--- src/rtl/alu_seq_ctrl_if.sv ---
// Host/controller/datapath signal bundle for alu_seq_ctrl; slave is the controller's view.
interface alu_seq_ctrl_if;
    logic        cmd_valid;
    logic        cmd_ready;
    logic [2:0]  cmd_op;
    logic [3:0]  cmd_a;
    logic [3:0]  cmd_b;
    logic        rsp_valid;
    logic        rsp_ready;
    logic [7:0]  rsp_data;
    logic        rsp_err;
    logic [11:0] alu_datain;
    logic        alu_ld_a;
    logic        alu_ld_b;
    logic        alu_cmp;
    logic        alu_add;
    logic        alu_sub;
    logic        alu_div;
    logic        alu_mul;
    logic [7:0]  alu_y;

    modport slave (
        input  cmd_valid, cmd_op, cmd_a, cmd_b, rsp_ready, alu_y,
        output cmd_ready, rsp_valid, rsp_data, rsp_err, alu_datain,
               alu_ld_a, alu_ld_b, alu_cmp, alu_add, alu_sub, alu_div, alu_mul
    );

    modport master (
        output cmd_valid, cmd_op, cmd_a, cmd_b, rsp_ready, alu_y,
        input  cmd_ready, rsp_valid, rsp_data, rsp_err, alu_datain,
               alu_ld_a, alu_ld_b, alu_cmp, alu_add, alu_sub, alu_div, alu_mul
    );
endinterface

--- src/rtl/alu_seq_ctrl.sv ---
// One-at-a-time ALU sequencer: response 4+RES_LAT cycles after accept, held until rsp_ready.
// ALU_CTRL_DIVZERO_EN: reject DIV with B=0 without strobing the datapath.
module alu_seq_ctrl #(
    parameter int RES_LAT = 2
) (
    input  logic           clk,
    input  logic           rst,
    alu_seq_ctrl_if.slave  bus
);

    localparam logic [2:0] S_IDLE = 3'd0;
    localparam logic [2:0] S_LDA  = 3'd1;
    localparam logic [2:0] S_LDB  = 3'd2;
    localparam logic [2:0] S_EXEC = 3'd3;
    localparam logic [2:0] S_WAIT = 3'd4;
    localparam logic [2:0] S_RESP = 3'd5;

    logic [2:0] state;
    logic [2:0] op_q;
    logic [3:0] a_q;
    logic [3:0] b_q;
    logic [3:0] cnt;
    logic [7:0] data_q;
    logic       err_q;
    logic       cmd_illegal;
    logic       accept;
    logic       op_act;

    always_comb begin
        cmd_illegal = (bus.cmd_op > 3'd4);
`ifdef ALU_CTRL_DIVZERO_EN
        if (bus.cmd_op == 3'd3 && bus.cmd_b == 4'h0) cmd_illegal = 1'b1;
`endif
    end

    assign accept = bus.cmd_valid && (state == S_IDLE);

    always_ff @(posedge clk or posedge rst) begin
        if (rst) begin
            state  <= S_IDLE;
            op_q   <= 3'd0;
            a_q    <= 4'h0;
            b_q    <= 4'h0;
            cnt    <= 4'h0;
            data_q <= 8'h00;
            err_q  <= 1'b0;
        end else begin
            case (state)
                S_IDLE: begin
                    if (accept) begin
                        op_q <= bus.cmd_op;
                        a_q  <= bus.cmd_a;
                        b_q  <= bus.cmd_b;
                        if (cmd_illegal) begin
                            data_q <= 8'h00;
                            err_q  <= 1'b1;
                            state  <= S_RESP;
                        end else begin
                            err_q <= 1'b0;
                            state <= S_LDA;
                        end
                    end
                end
                S_LDA:  state <= S_LDB;
                S_LDB:  state <= S_EXEC;
                S_EXEC: begin
                    cnt   <= 4'(RES_LAT);
                    state <= S_WAIT;
                end
                S_WAIT: begin
                    cnt <= cnt - 4'd1;
                    // Op select is still asserted this cycle, so alu_y has settled for RES_LAT+1 cycles.
                    if (cnt == 4'd1) begin
                        data_q <= bus.alu_y;
                        state  <= S_RESP;
                    end
                end
                S_RESP: begin
                    if (bus.rsp_ready) state <= S_IDLE;
                end
                default: state <= S_IDLE;
            endcase
        end
    end

    assign op_act = (state == S_EXEC) || (state == S_WAIT);

    assign bus.cmd_ready  = (state == S_IDLE) && !rst;
    assign bus.rsp_valid  = (state == S_RESP);
    assign bus.rsp_data   = data_q;
    assign bus.rsp_err    = err_q;
    assign bus.alu_datain = {4'h0, b_q, a_q};
    assign bus.alu_ld_a   = (state == S_LDA);
    assign bus.alu_ld_b   = (state == S_LDB);
    assign bus.alu_cmp    = op_act && (op_q == 3'd0);
    assign bus.alu_add    = op_act && (op_q == 3'd1);
    assign bus.alu_sub    = op_act && (op_q == 3'd2);
    assign bus.alu_div    = op_act && (op_q == 3'd3);
    assign bus.alu_mul    = op_act && (op_q == 3'd4);

endmodule

--- src/flat_wrapper.sv ---
// flat-port wrapper written by rule: the top's interface ports become plain ports
module alu_seq_ctrl_flat 
#(
    parameter int RES_LAT = 2
)
  (clk, rst, bus_cmd_valid, bus_cmd_op, bus_cmd_a, bus_cmd_b, bus_rsp_ready, bus_alu_y, bus_cmd_ready, bus_rsp_valid, bus_rsp_data, bus_rsp_err, bus_alu_datain, bus_alu_ld_a, bus_alu_ld_b, bus_alu_cmp, bus_alu_add, bus_alu_sub, bus_alu_div, bus_alu_mul);
  alu_seq_ctrl_if bus_i ();
  input  logic clk;
  input  logic rst;
  input wire logic [$bits(bus_i.cmd_valid)-1:0] bus_cmd_valid;
  input wire logic [$bits(bus_i.cmd_op)-1:0] bus_cmd_op;
  input wire logic [$bits(bus_i.cmd_a)-1:0] bus_cmd_a;
  input wire logic [$bits(bus_i.cmd_b)-1:0] bus_cmd_b;
  input wire logic [$bits(bus_i.rsp_ready)-1:0] bus_rsp_ready;
  input wire logic [$bits(bus_i.alu_y)-1:0] bus_alu_y;
  output wire logic [$bits(bus_i.cmd_ready)-1:0] bus_cmd_ready;
  output wire logic [$bits(bus_i.rsp_valid)-1:0] bus_rsp_valid;
  output wire logic [$bits(bus_i.rsp_data)-1:0] bus_rsp_data;
  output wire logic [$bits(bus_i.rsp_err)-1:0] bus_rsp_err;
  output wire logic [$bits(bus_i.alu_datain)-1:0] bus_alu_datain;
  output wire logic [$bits(bus_i.alu_ld_a)-1:0] bus_alu_ld_a;
  output wire logic [$bits(bus_i.alu_ld_b)-1:0] bus_alu_ld_b;
  output wire logic [$bits(bus_i.alu_cmp)-1:0] bus_alu_cmp;
  output wire logic [$bits(bus_i.alu_add)-1:0] bus_alu_add;
  output wire logic [$bits(bus_i.alu_sub)-1:0] bus_alu_sub;
  output wire logic [$bits(bus_i.alu_div)-1:0] bus_alu_div;
  output wire logic [$bits(bus_i.alu_mul)-1:0] bus_alu_mul;
  assign bus_i.cmd_valid = bus_cmd_valid;
  assign bus_i.cmd_op = bus_cmd_op;
  assign bus_i.cmd_a = bus_cmd_a;
  assign bus_i.cmd_b = bus_cmd_b;
  assign bus_i.rsp_ready = bus_rsp_ready;
  assign bus_i.alu_y = bus_alu_y;
  assign bus_cmd_ready = bus_i.cmd_ready;
  assign bus_rsp_valid = bus_i.rsp_valid;
  assign bus_rsp_data = bus_i.rsp_data;
  assign bus_rsp_err = bus_i.rsp_err;
  assign bus_alu_datain = bus_i.alu_datain;
  assign bus_alu_ld_a = bus_i.alu_ld_a;
  assign bus_alu_ld_b = bus_i.alu_ld_b;
  assign bus_alu_cmp = bus_i.alu_cmp;
  assign bus_alu_add = bus_i.alu_add;
  assign bus_alu_sub = bus_i.alu_sub;
  assign bus_alu_div = bus_i.alu_div;
  assign bus_alu_mul = bus_i.alu_mul;
  alu_seq_ctrl #(.RES_LAT(RES_LAT)) u_core (.clk(clk), .rst(rst), .bus(bus_i));
endmodule
--- config.mk ---
export PLATFORM = sky130hd
export DESIGN_NAME = alu_seq_ctrl_flat
export DESIGN_NICKNAME = d
export VERILOG_FILES = /design/src/rtl/alu_seq_ctrl_if.sv /design/src/rtl/alu_seq_ctrl.sv /design/src/flat_wrapper.sv
export SDC_FILE = /design/constraint.sdc
export NUM_CORES = 1
export LEC_CHECK = 0
export CAP_MARGIN = 25
export CORE_ASPECT_RATIO = 1.2
export CORE_UTILIZATION = 39
export CTS_CLUSTER_SIZE = 16
export DETAILED_ROUTE_END_ITERATION = 12
export PLACE_DENSITY = 0.72
export SLEW_MARGIN = 20
export SYNTH_ARGS = -nofsm -noshare
export SYNTH_HDL_FRONTEND = slang
export SYNTH_SLANG_ARGS = --single-unit
--- constraint.sdc ---
create_clock -name clk -period 1.6 [get_ports clk]
set_input_delay 0.32 -clock clk [delete_from_list [all_inputs] [get_ports clk]]
set_output_delay 0.32 -clock clk [all_outputs]
set_load 0.05 [all_outputs]
# Word level (Yosys, flattened, before mapping)
# Cells that the tools add are included.
word_totals:
  ff_bits: 27
  input_bits: 23
  out_inout_bits: 30
  word_cells: 50
classes:
  add_sub_neg: 1
  magnitude_cmp: 1
  eq_ne: 14
  n_mux: 11
  reduce_logical: 16
ops:
  columns: ["operator", "count"]
  rows:
  - ["8-bit two-way mux", 3]
  - ["3-bit case mux with 6 select lines", 1]
  - ["8-bit case mux with 2 select lines", 1]
  - ["3-bit by 2-bit equality test with 1-bit output, second input constant", 4]
  - ["3-bit two-way mux", 4]
  - ["3-bit equality test, second input constant", 3]
  - ["4-bit case mux with 2 select lines", 1]
  - ["1-bit logical AND", 7]
  - ["3-bit by 1-bit equality test with 1-bit output, second input constant", 2]
  - ["3-bit logical NOT", 2]
  - ["2-bit by 1-bit inequality test with 1-bit output, second input constant", 3]
  - ["4-bit by 1-bit equality test with 1-bit output, second input constant", 1]
  - ["4-bit AND reduction", 1]
  - ["2-bit nonzero test", 2]
  - ["4-bit by 1-bit subtractor with 4-bit output, second input constant", 1]
  - ["3-bit > comparator, second input constant", 1]
  - ["3-bit AND reduction", 1]
  - ["2-bit inequality test, second input constant", 1]
  - ["2-bit AND reduction", 1]
  - ["1-bit logical NOT", 1]
  - ["1-bit logical OR", 1]
  - ["1-bit two-way mux", 1]

# Longest topological paths before layout
# Gate-level depths: netlist of run 1.
logic_depth:
  word_depth: 4
  mapped_depth: 6
  mapped_depth_nobuf: 5

# Worst setup path before layout of run 1
# Ideal clock, no wire load.
synth_timing:
  path_type: "register to output"
  from: "register u_core.state[1]"
  to: "output bus_alu_add"
  t_arrival_ns: 2.688
  required_time_ns: 1.280
  setup_slack_ns: -1.408
  stages_incl_launch_ff: 5
  path_buffers: 1
  path_cell_list: "dfrtp_1 buf_6 or3b_4 o21a_4 nor4b_1"
synth_between:
  elab_chain_cells: 3
synth_lines:
  columns: ["item", "line_no", "rtl"]
  rows:
  - ["start, declared", "alu_seq_ctrl.sv:18", "logic [2:0] state;"]
  - ["start signal, assigned", "alu_seq_ctrl.sv:40", "state <= S_IDLE;"]
  - ["start signal, assigned", "alu_seq_ctrl.sv:57", "state <= S_RESP;"]
  - ["start signal, assigned", "alu_seq_ctrl.sv:60", "state <= S_LDA;"]
  - ["3-bit by 2-bit equality test with 1-bit output / 3-bit equality test (equally long branches)", "alu_seq_ctrl.sv:86", "assign op_act = (state == S_EXEC) || (state == S_WAIT);"]
  - ["1-bit logical OR *", "alu_seq_ctrl.sv:86", null]
  - ["1-bit logical AND *", "alu_seq_ctrl.sv:96", "assign bus.alu_add = op_act && (op_q == 3'd1);"]
  - ["end, declared", "flat_wrapper.sv:24", "output wire logic [$bits(bus_i.alu_add)-1:0] bus_alu_add;"]
# Mark *: on every way between the ends. The rest lies on a longest branch, timed or not.

# Worst setup path in the final report of run 1
layout_timing:
  from: "register u_core.state[1]"
  to: "output bus_alu_sub"
layout_between:
  elab_chain_cells: 3
layout_lines:
  columns: ["item", "line_no", "rtl"]
  rows:
  - ["3-bit by 2-bit equality test with 1-bit output / 3-bit equality test (equally long branches)", "alu_seq_ctrl.sv:86", null]
  - ["1-bit logical OR *", "alu_seq_ctrl.sv:86", null]
  - ["1-bit logical AND *", "alu_seq_ctrl.sv:97", "assign bus.alu_sub = op_act && (op_q == 3'd2);"]
  - ["end, declared", "flat_wrapper.sv:25", "output wire logic [$bits(bus_i.alu_sub)-1:0] bus_alu_sub;"]
# Marked as above.

==> results of run 1 <==
worst reg2reg max path: stages (launching register included):
cell	delay [ns]
dfrtp_1	0.39
or3b_4	0.40
o21a_4	0.17
buf_4	0.15
buf_4	0.12
buf_4	0.15
o21ai_2	0.13
o21ai_1	0.07
flip-flops by register name (all words and copies together), names as in the netlist:
register,flops
u_core.bus.rsp_err,1
u_core.bus.rsp_data,8
u_core.b_q,4
u_core.state,3
u_core.a_q,4
u_core.cnt,4
u_core.op_q,3
kinds of logic (layout without fill, tap and decap cells):
group           Yosys count  count (layout)  share of synthesized area
simple gates             37              37                      0.167
other cells               1               4                    0.00276
buf+inv                  21              84                     0.0858
flops                    27              27                      0.498
compound gates           13              13                     0.0692
mux                      20              20                      0.159
fa+ha+maj                 2               2                     0.0184
final cells by class:
type,instances,area [sq um],share of cell area
clock buffer,3,41.3,0.0180
sequential,27,676,0.294
tap,37,46.3,0.0201
inverter,12,45.0,0.0196
clock inverter,1,5.00,0.00218
timing repair buffer,68,717,0.312
multi-input combinational,76,768,0.334
power by group:
group          switching [W]  internal, W  leakage [nW]
Sequential          0.000301      0.00101         0.340
Combinational        0.00194      0.00156         0.662
Clock               0.000214     0.000174        0.0255
Total                0.00246      0.00275          1.03
path summary, 6_finish.rpt:
path | slack [ns] | cells past startpoint | end
worst max-delay path | -0.42 | 4 | bus_alu_sub
worst min-delay path | 0.51 | 3 | u_core.cnt[3]$_DFFE_PP0P_
worst max register to register | -0.07 | 7 | u_core.cnt[2]$_DFFE_PP0P_
worst min register to register | 0.52 | 1 | u_core.a_q[3]$_DFFE_PP0P_
max in group asynchronous | 0.83 | 3 | u_core.b_q[1]$_DFFE_PP0P_
min in group clk | 0.52 | 1 | u_core.a_q[3]$_DFFE_PP0P_
synth_stat cells (2+ instances only):
cell type / number
buf_6: 2
mux2_2: 12
nor3_1: 2
a21oi_1: 2
buf_4: 6
o21ai_0: 5
nand2_1: 12
inv_1: 12
mux2i_1: 8
nor4b_1: 3
dfrtp_1: 27
nor2_1: 7
ha_1: 2
nor4_1: 2
nand2b_1: 2
and2_1: 2
per-layer routing:
| layer | vias to the layer above | GRT usage | part of all wire |
|---|---|---|---|
| li1 | 527 | - | - |
| met1 | 530 | 0.204 | 0.44 |
| met2 | 39 | 0.279 | 0.50 |
| met3 | 7 | 0.0311 | 0.038 |
| met4 | 0 | 0.0823 | 0.020 |
| met5 | - | 0 | 0 |
metrics by stage:
stage	setup WS (ns)	TNS [ns]	total power [W]	utilization	instances
4_1_cts	-0.444	-2.36	0.00478	0.636	217
5_1_grt	-0.526	-4.95	0.00547	0.689	224
6_report	-0.421	-2.52	0.00521	0.689	224
3_5_place_dp	-0.173	-3.63	0.00432	0.614	212
3_3_place_gp	-0.127	-2.80	0.00423	0.614	212
2_1_floorplan	-0.430	-2.84	0.00331	-	124
timing repair:
action,CTS,global route
gates cloned,0,1
gates resized for setup,4,37
setup buffers,1,7
endpoints found under the setup margin,9,31
hold buffers,0,0
pin swaps,3,5
==> results.cfg, run 1 <==
[run_status]
status = complete, but fails checks
violations = setup timing

[clocking]
cts_tree = yes
cts_root_buffer = clkbuf_8
clk_latency_ns = 0.27
clock_path_buffers = 2
cts.htree.levels = 1
cts_made_buffers = 3
cts.sinks = 27
clk_pin_slew_ns = 0.10

[global_routing]
antenna_found_initial = 0
grt_pass1_wl_um = 4740
grtUsageTotal = 0.165
globalRoute.totalOverflow = 0
grt_max_degree = 28
first_global_vias = 1064

[logic_synthesis]
yosys.area.top_type_share = 0.498
ys_top_cells_by_area = dfrtp_1 50%, mux2_2 10%, mux2i_1 5.9%, buf_4 3.3%, inv_1 3.3%
synth_warnings = 0
synthFlopType = dfrtp_1
syn_area_per_cell_sq_um = 11.2
synth-edff-count = 0
syn_area_sq_um = 1360
synth_cell_types = 31
ys_seq_area_frac = 0.498
yosysTopAreaCell = dfrtp_1
ys_async_sr_fraction = 1.00
syn_inst = 121
ys_seq_elements = 27

[sta]
drv_slew = 0
setup_viol_count_final = 21
period_minus_slack_ns = 2.02
finClkSkew_ns = 0.00884
rsz0062_at_grt = true
fin_crit_sh = 1.26
whs_ns = 0.512
fin_ws_ns = -0.421
fmaxAchievable_mhz = 495
finalHoldViolations = 0

[min_path]
min_path_type = input pin to async pin

[finish]
layout_common_cells = 30 x buf_4, 27 x dfrtp_1, 22 x clkdlybuf4s50_1
antennaDiodeCount = 0
num-nets-final = 213
syn_to_final_growth_pct = 69.5
drive_gt1_frac = 0.455
stdcell_area_sq_um = 2300
layout_commonest_cell = buf_4
fill_cells = 242

[detailed_routing]
finalWirelength_um = 3110
drc = 0
drt-initial-drc-count = 6
drt.antenna.violating_nets = 0
viasPerCell = 4.92
via_count = 1103
drtPass1Iterations = 2
routedWlPerCell_um = 13.9

[worst_setup_path]
cp_slowest_cell = or3b_4
worstSetupStartpointType = flip-flop
crit_family = simple AND/OR/NAND/NOR gates
r2r-start = u_core.state[1]$_DFFE_PP0P_
cpPeakStageDelay_ns = 0.40
path_buf_inv = 1
crit_chain = or3b_4 -> o21a_4 -> nor4b_4 -> buf_12
arrival_ns = 1.70
cp-end-kind = output pin
startpoint = u_core.state[1]$_DFFE_PP0P_
cp_max_fo = 6
critical_path_class = flip-flop to output pin
worst_ep_required_time_ns = 1.28

[floorplan]
core_sq_um = 3340
io_pins = 53
die_w_um = 55.8
die_area_sq_um = 3720
num_rows = 23
initial_core_util = 0.406
dieHeight_um = 66.6

[power_and_ir_drop]
ir_drop_mv = 1.67
power_density_nw_per_um2 = 2270
power.leakage_nw = 1.03

[placement]
place_congestion = 0.712
hpwl_um = 2220
io_buffers = 48
dpl_cell_area_sq_um = 2050

[flow_run]
drv_cap = 0
No activity file was read; power rests on OpenSTA's default activity.
==> inputs of run 2 (changes only) <==
- TNS_END_PERCENT: default -> 10
==> run 2 against run 1 <==
  * The run still ends with setup timing left
  * Final area is 7.9% lower
  * Largest power group unchanged
  * Non-clock buffer count is 7 lower
  * Critical path depth stayed put
  * Via count fell by 2.5%
  * Clock skew fell by 0.0036 ns
  * Critical endpoint is now bus_alu_div
  * Fmax is 1.4% lower
  * Worst hold slack worse by 0.073 ns
==> results.cfg, run 2 (synthesis results as in run 1) <==
[finish]
largest_reg_flops = 8
seqCellArea_sq_um = 676
fill_cells = 283
stdcell_count = 217
layout_commonest_cell = buf_4
drive_gt1_frac = 0.394
antennaDiodeCount = 0
final_util = 0.634
num-nets-final = 206
layout_common_cells = 29 x buf_4, 27 x dfrtp_1, 22 x clkdlybuf4s50_1
multi_input_area_sq_um = 663
syn_to_final_growth_pct = 56.1

[power_and_ir_drop]
ir_drop_mv = 1.47
switching_share = 0.490
power_density_nw_per_um2 = 2250
pwr-share-comb = 0.640
power.leakage_nw = 0.925
p_seq_frac = 0.275
internal-power_w = 0.00243
p_clk_frac = 0.084
power_w = 0.00477
p_sw_w = 0.00234

[clocking]
clk_pin_slew_ns = 0.09
clock_path_buffers = 2
cts.sinks = 27
cts.htree.levels = 1
hold_buffers = 0
cts_made_buffers = 3
clk_latency_ns = 0.28
cts_tree = yes
cts_root_buffer = clkbuf_8

[sta]
setup_viol_count_final = 9
finClkSkew_ns = 0.00526
period_minus_slack_ns = 2.05
rsz0062_at_grt = true
finalHoldViolations = 0
fmaxAchievable_mhz = 488
drv_slew = 0
fin_ws_ns = -0.451
fin_crit_sh = 1.28
whs_ns = 0.439

[placement]
hpwl_um = 2410
place_congestion = 0.831
placed_cells = 212
dp_slack_ns = -0.235
io_buffers = 48

[floorplan]
core_sq_um = 3340
initial_core_util = 0.406
die_w_um = 55.8
die_area_sq_um = 3720
io_pins = 53
dieHeight_um = 66.6
num_rows = 23

[global_routing]
globalRoute.totalOverflow = 0
grt_use_met3 = 0.0330
top_usage_layer = met2
grt_util_met2 = 0.324
grt_pass1_wl_um = 5020
antenna_found_initial = 0
grt_max_degree = 28
first_global_vias = 1106
grtUsageMet1 = 0.200
grtUsageTotal = 0.175

[run_status]
violations = setup timing
status = complete, but fails checks

[flow_run]
drv_cap = 0

[detailed_routing]
drc = 0
drt.antenna.violating_nets = 0
finalWirelength_um = 3060
drtPass1Iterations = 4
via_count = 1075
drt-initial-drc-count = 16
viasPerCell = 4.95
routedWlPerCell_um = 14.1

[worst_setup_path]
arrival_ns = 1.73
worst_ep_required_time_ns = 1.28
worstSetupStartpointType = flip-flop
cp-end-kind = output pin
cp_max_fo = 6
critical_path_class = flip-flop to output pin

[min_path]
min_path_type = input pin to async pin
[run 2: cell count changes in the layout (fill, tap and decap cells not counted), sizes merged]
cell / change
clkinv: -1
buf: -7
clkinvlp: +1
[run 2: power by group through the flow]
stage | registers (W) | clock network (W) | logic (W)
after floorplan | 0.00204 | 0 | 0.00126
after global placement | 0.00130 | 0 | 0.00293
after detailed placement | 0.00133 | 0 | 0.00302
after CTS | 0.00132 | 0.000414 | 0.00306
after global routing | 0.00136 | 0.000442 | 0.00321
final | 0.00131 | 0.000402 | 0.00306
[run 2: area by class of cell]
class                   instances  area share
flip-flops and latches         27       0.319
clock inverters                 1     0.00355
well taps                      37      0.0219
inverters                      12      0.0213
clock buffers                   3      0.0195
repair buffers                 61       0.301
multi-input cells              76       0.313
[run 2: worst paths after layout]
| path | start | endpoint | slack [ns] | depth (start not counted) |
|---|---|---|---|---|
| worst max register to register | u_core.state[2]$_DFFE_PP0P_ | u_core.op_q[0]$_DFFE_PP0P_ | 0.02 | 4 |
| min in group clk | u_core.bus.rsp_err$_DFFE_PP0P_ | u_core.bus.rsp_err$_DFFE_PP0P_ | 0.52 | 1 |
| max in group asynchronous | rst | u_core.cnt[3]$_DFFE_PP0P_ | 0.90 | 3 |
| worst max-delay path | u_core.state[2]$_DFFE_PP0P_ | bus_alu_div | -0.45 | 4 |
| worst min-delay path | rst | u_core.state[0]$_DFFE_PP0P_ | 0.44 | 3 |
| worst min register to register | u_core.bus.rsp_err$_DFFE_PP0P_ | u_core.bus.rsp_err$_DFFE_PP0P_ | 0.52 | 1 |
[run 2: stage by stage]
stage	TNS (ns)	area, sq um
after floorplan	-2.86	1430
after global placement	-2.97	2040
after detailed placement	-4.12	2040
after CTS	-2.54	2100
after global routing	-3.15	2120
final	-2.43	2120
[run 2: worst max-delay path: stages (launching register included)]
cell	delay [ns]
dfrtp_1	0.40
or3b_4	0.40
o21a_4	0.18
and4bb_2	0.34
buf_12	0.14
[run 2: what timing repair did]
action	4_1_cts	5_1_grt
buffers inserted	0	1
resized for setup	4	1
pin swaps	2	0
setup endpoints to repair	9	26
[run 2: metal layers]
| layer | share of wire | up-vias | routed length [um] |
|---|---|---|---|
| li1 | - | 519 | - |
| met1 | 0.39 | 524 | 1200 |
| met4 | 0.0082 | 0 | 25 |
| met3 | 0.040 | 2 | 124 |
| met5 | 0 | - | 0 |
| met2 | 0.56 | 30 | 1710 |
==> inputs of run 3 (changes only) <==
- HOLD_SLACK_MARGIN: default -> 0.03
- MAX_ROUTING_LAYER: default -> met4
- SLEW_MARGIN: 20 -> default
==> run 3 against run 2 <==
  * The flow still finishes with violations (setup timing)
  * Via count fell by 0.47%
  * Non-clock buffer count unchanged
  * Clock skew rose by 0.0046 ns
  * Clock-buffer cell count unchanged
  * Final area is 0.77% higher
  * First-iteration DRC count shrank 25%
  * Sequential power is essentially flat
  * Global-route usage is 0.20 points lower
  * Final cell count did not move
  * Die area unchanged
  * Critical path type unchanged
  * Largest power group unchanged
==> results.cfg, run 3 (synthesis results as in run 1) <==
[detailed_routing]
finalWirelength_um = 3080
drc = 0
via_count = 1070
drt-initial-drc-count = 12
drt.antenna.violating_nets = 0
drtPass1Iterations = 4
viasPerCell = 4.93
routedWlPerCell_um = 14.2

[run_status]
violations = setup timing
status = complete, but fails checks

[worst_setup_path]
r2r-start = u_core.state[0]$_DFFE_PP0P_
worstSetupPathDepth = 4
cp-end-kind = output pin
critical_path_class = flip-flop to output pin
arrival_ns = 1.72
reg2reg_depth = 6
path_buf_inv = 1
cp_slowest_cell = or3b_4
crit_chain = or3b_4 -> o21a_4 -> and4bb_2 -> buf_12
r2r_end = u_core.bus.rsp_data[2]$_DFFE_PP0P_
rrSetupSlack_ns = 0.05
worst_ep_required_time_ns = 1.28
crit_family = simple AND/OR/NAND/NOR gates
worstSetupStartpointType = flip-flop
cpPeakStageDelay_ns = 0.40
cp_max_fo = 6

[clocking]
cts_tree = yes
cts.htree.levels = 1
clk_latency_ns = 0.28
clock_path_buffers = 2
clk_pin_slew_ns = 0.10
cts_made_buffers = 3
cts.sinks = 27
cts_root_buffer = clkbuf_8

[floorplan]
die_w_um = 55.8
io_pins = 53
initial_core_util = 0.406
num_rows = 23
dieHeight_um = 66.6
die_area_sq_um = 3720
core_sq_um = 3340

[finish]
num-nets-final = 206
layout_common_cells = 27 x buf_4, 27 x dfrtp_1, 22 x clkdlybuf4s50_1
drive_gt1_frac = 0.394
antennaDiodeCount = 0
syn_to_final_growth_pct = 57.3
largest_reg_flops = 8
stdcell_count = 217

[min_path]
min_path_type = input pin to async pin

[sta]
period_minus_slack_ns = 2.04
finalHoldViolations = 0
fin_crit_sh = 1.27
fin_ws_ns = -0.436
drv_slew = 0
setup_viol_count_final = 9
rsz0062_at_grt = true
finClkSkew_ns = 0.00981
fmaxAchievable_mhz = 491

[placement]
hpwl_um = 2360
io_buffers = 48
dp_slack_ns = -0.180
place_congestion = 0.841
placed_cells = 212

[power_and_ir_drop]
power_w = 0.00479
power_density_nw_per_um2 = 2240
ir_drop_mv = 1.54
power.leakage_nw = 0.932

[global_routing]
first_global_vias = 1113
globalRoute.totalOverflow = 0
grt_pass1_wl_um = 4820
antenna_found_initial = 0
grt_max_degree = 28
grtUsageTotal = 0.173

[flow_run]
drv_cap = 0
[run 3: worst max path at each step]
stage | start | slack, ns | endpoint
2_1_floorplan | u_core.state[1]$_DFFE_PP0P_ | -0.43 | bus_alu_add
3_3_place_gp | bus_cmd_valid | -0.14 | u_core.bus.rsp_err$_DFFE_PP0P_
3_5_place_dp | bus_cmd_valid | -0.18 | u_core.a_q[0]$_DFFE_PP0P_
4_1_cts | u_core.state[0]$_DFFE_PP0P_ | -0.44 | bus_alu_div
5_1_grt | u_core.state[0]$_DFFE_PP0P_ | -0.49 | bus_alu_sub
6_report | u_core.state[0]$_DFFE_PP0P_ | -0.44 | bus_alu_div
[run 3: final cells by class]
| class | instances | area [sq um] |
|---|---|---|
| Clock buffer | 3 | 41.3 |
| Timing Repair Buffer | 61 | 646 |
| Tap cell | 37 | 46.3 |
| Sequential cell | 27 | 676 |
| Multi-Input combinational cell | 76 | 672 |
| Clock inverter | 1 | 7.51 |
| Fill cell | 276 | 1200 |
| Inverter | 12 | 45.0 |
[run 3: routing by layer]
metal,track usage,vias to the layer above,part of all wire
met5,-,-,0
met4,0.0701,0,0.015
met3,0.0311,6,0.040
met2,0.321,30,0.54
met1,0.185,513,0.40
li1,-,521,-
[run 3: per-stage QoR]
stage / hold WS (ns) / utilization / cell area (sq um) / TNS (ns)
floorplan: 0.373 / - / 1430 / -2.86
global placement: 0.493 / 0.611 / 2040 / -3.05
detailed placement: 0.497 / 0.611 / 2040 / -3.77
CTS: 0.466 / 0.632 / 2110 / -2.53
global route: 0.483 / 0.639 / 2130 / -3.05
finish: 0.451 / 0.639 / 2130 / -2.45
[run 3: worst reg2reg max path, cell delays in order (launching register included)]
cell	delay [ns]
dfrtp_1	0.39
or3b_4	0.40
buf_4	0.16
a21oi_4	0.15
nor3_4	0.06
buf_12	0.15
mux2i_1	0.16
[run 3: where the power goes]
part | switching, W | total (W) | internal [W] | leakage [nW]
clock | 0.000226 | 0.000403 | 0.000177 | 0.0217
sequential | 0.000299 | 0.00131 | 0.00101 | 0.340
combinational | 0.00181 | 0.00307 | 0.00126 | 0.570
[run 3: timing repair]
item / CTS / global route
gates resized for setup: 3 / 5
hold buffers: 0 / 0
setup endpoints to repair: 9 / 23
pin swaps: 2 / 0
endpoints found under the hold margin: 0 / 0
cloned: 0 / 0
setup buffers: 1 / 0
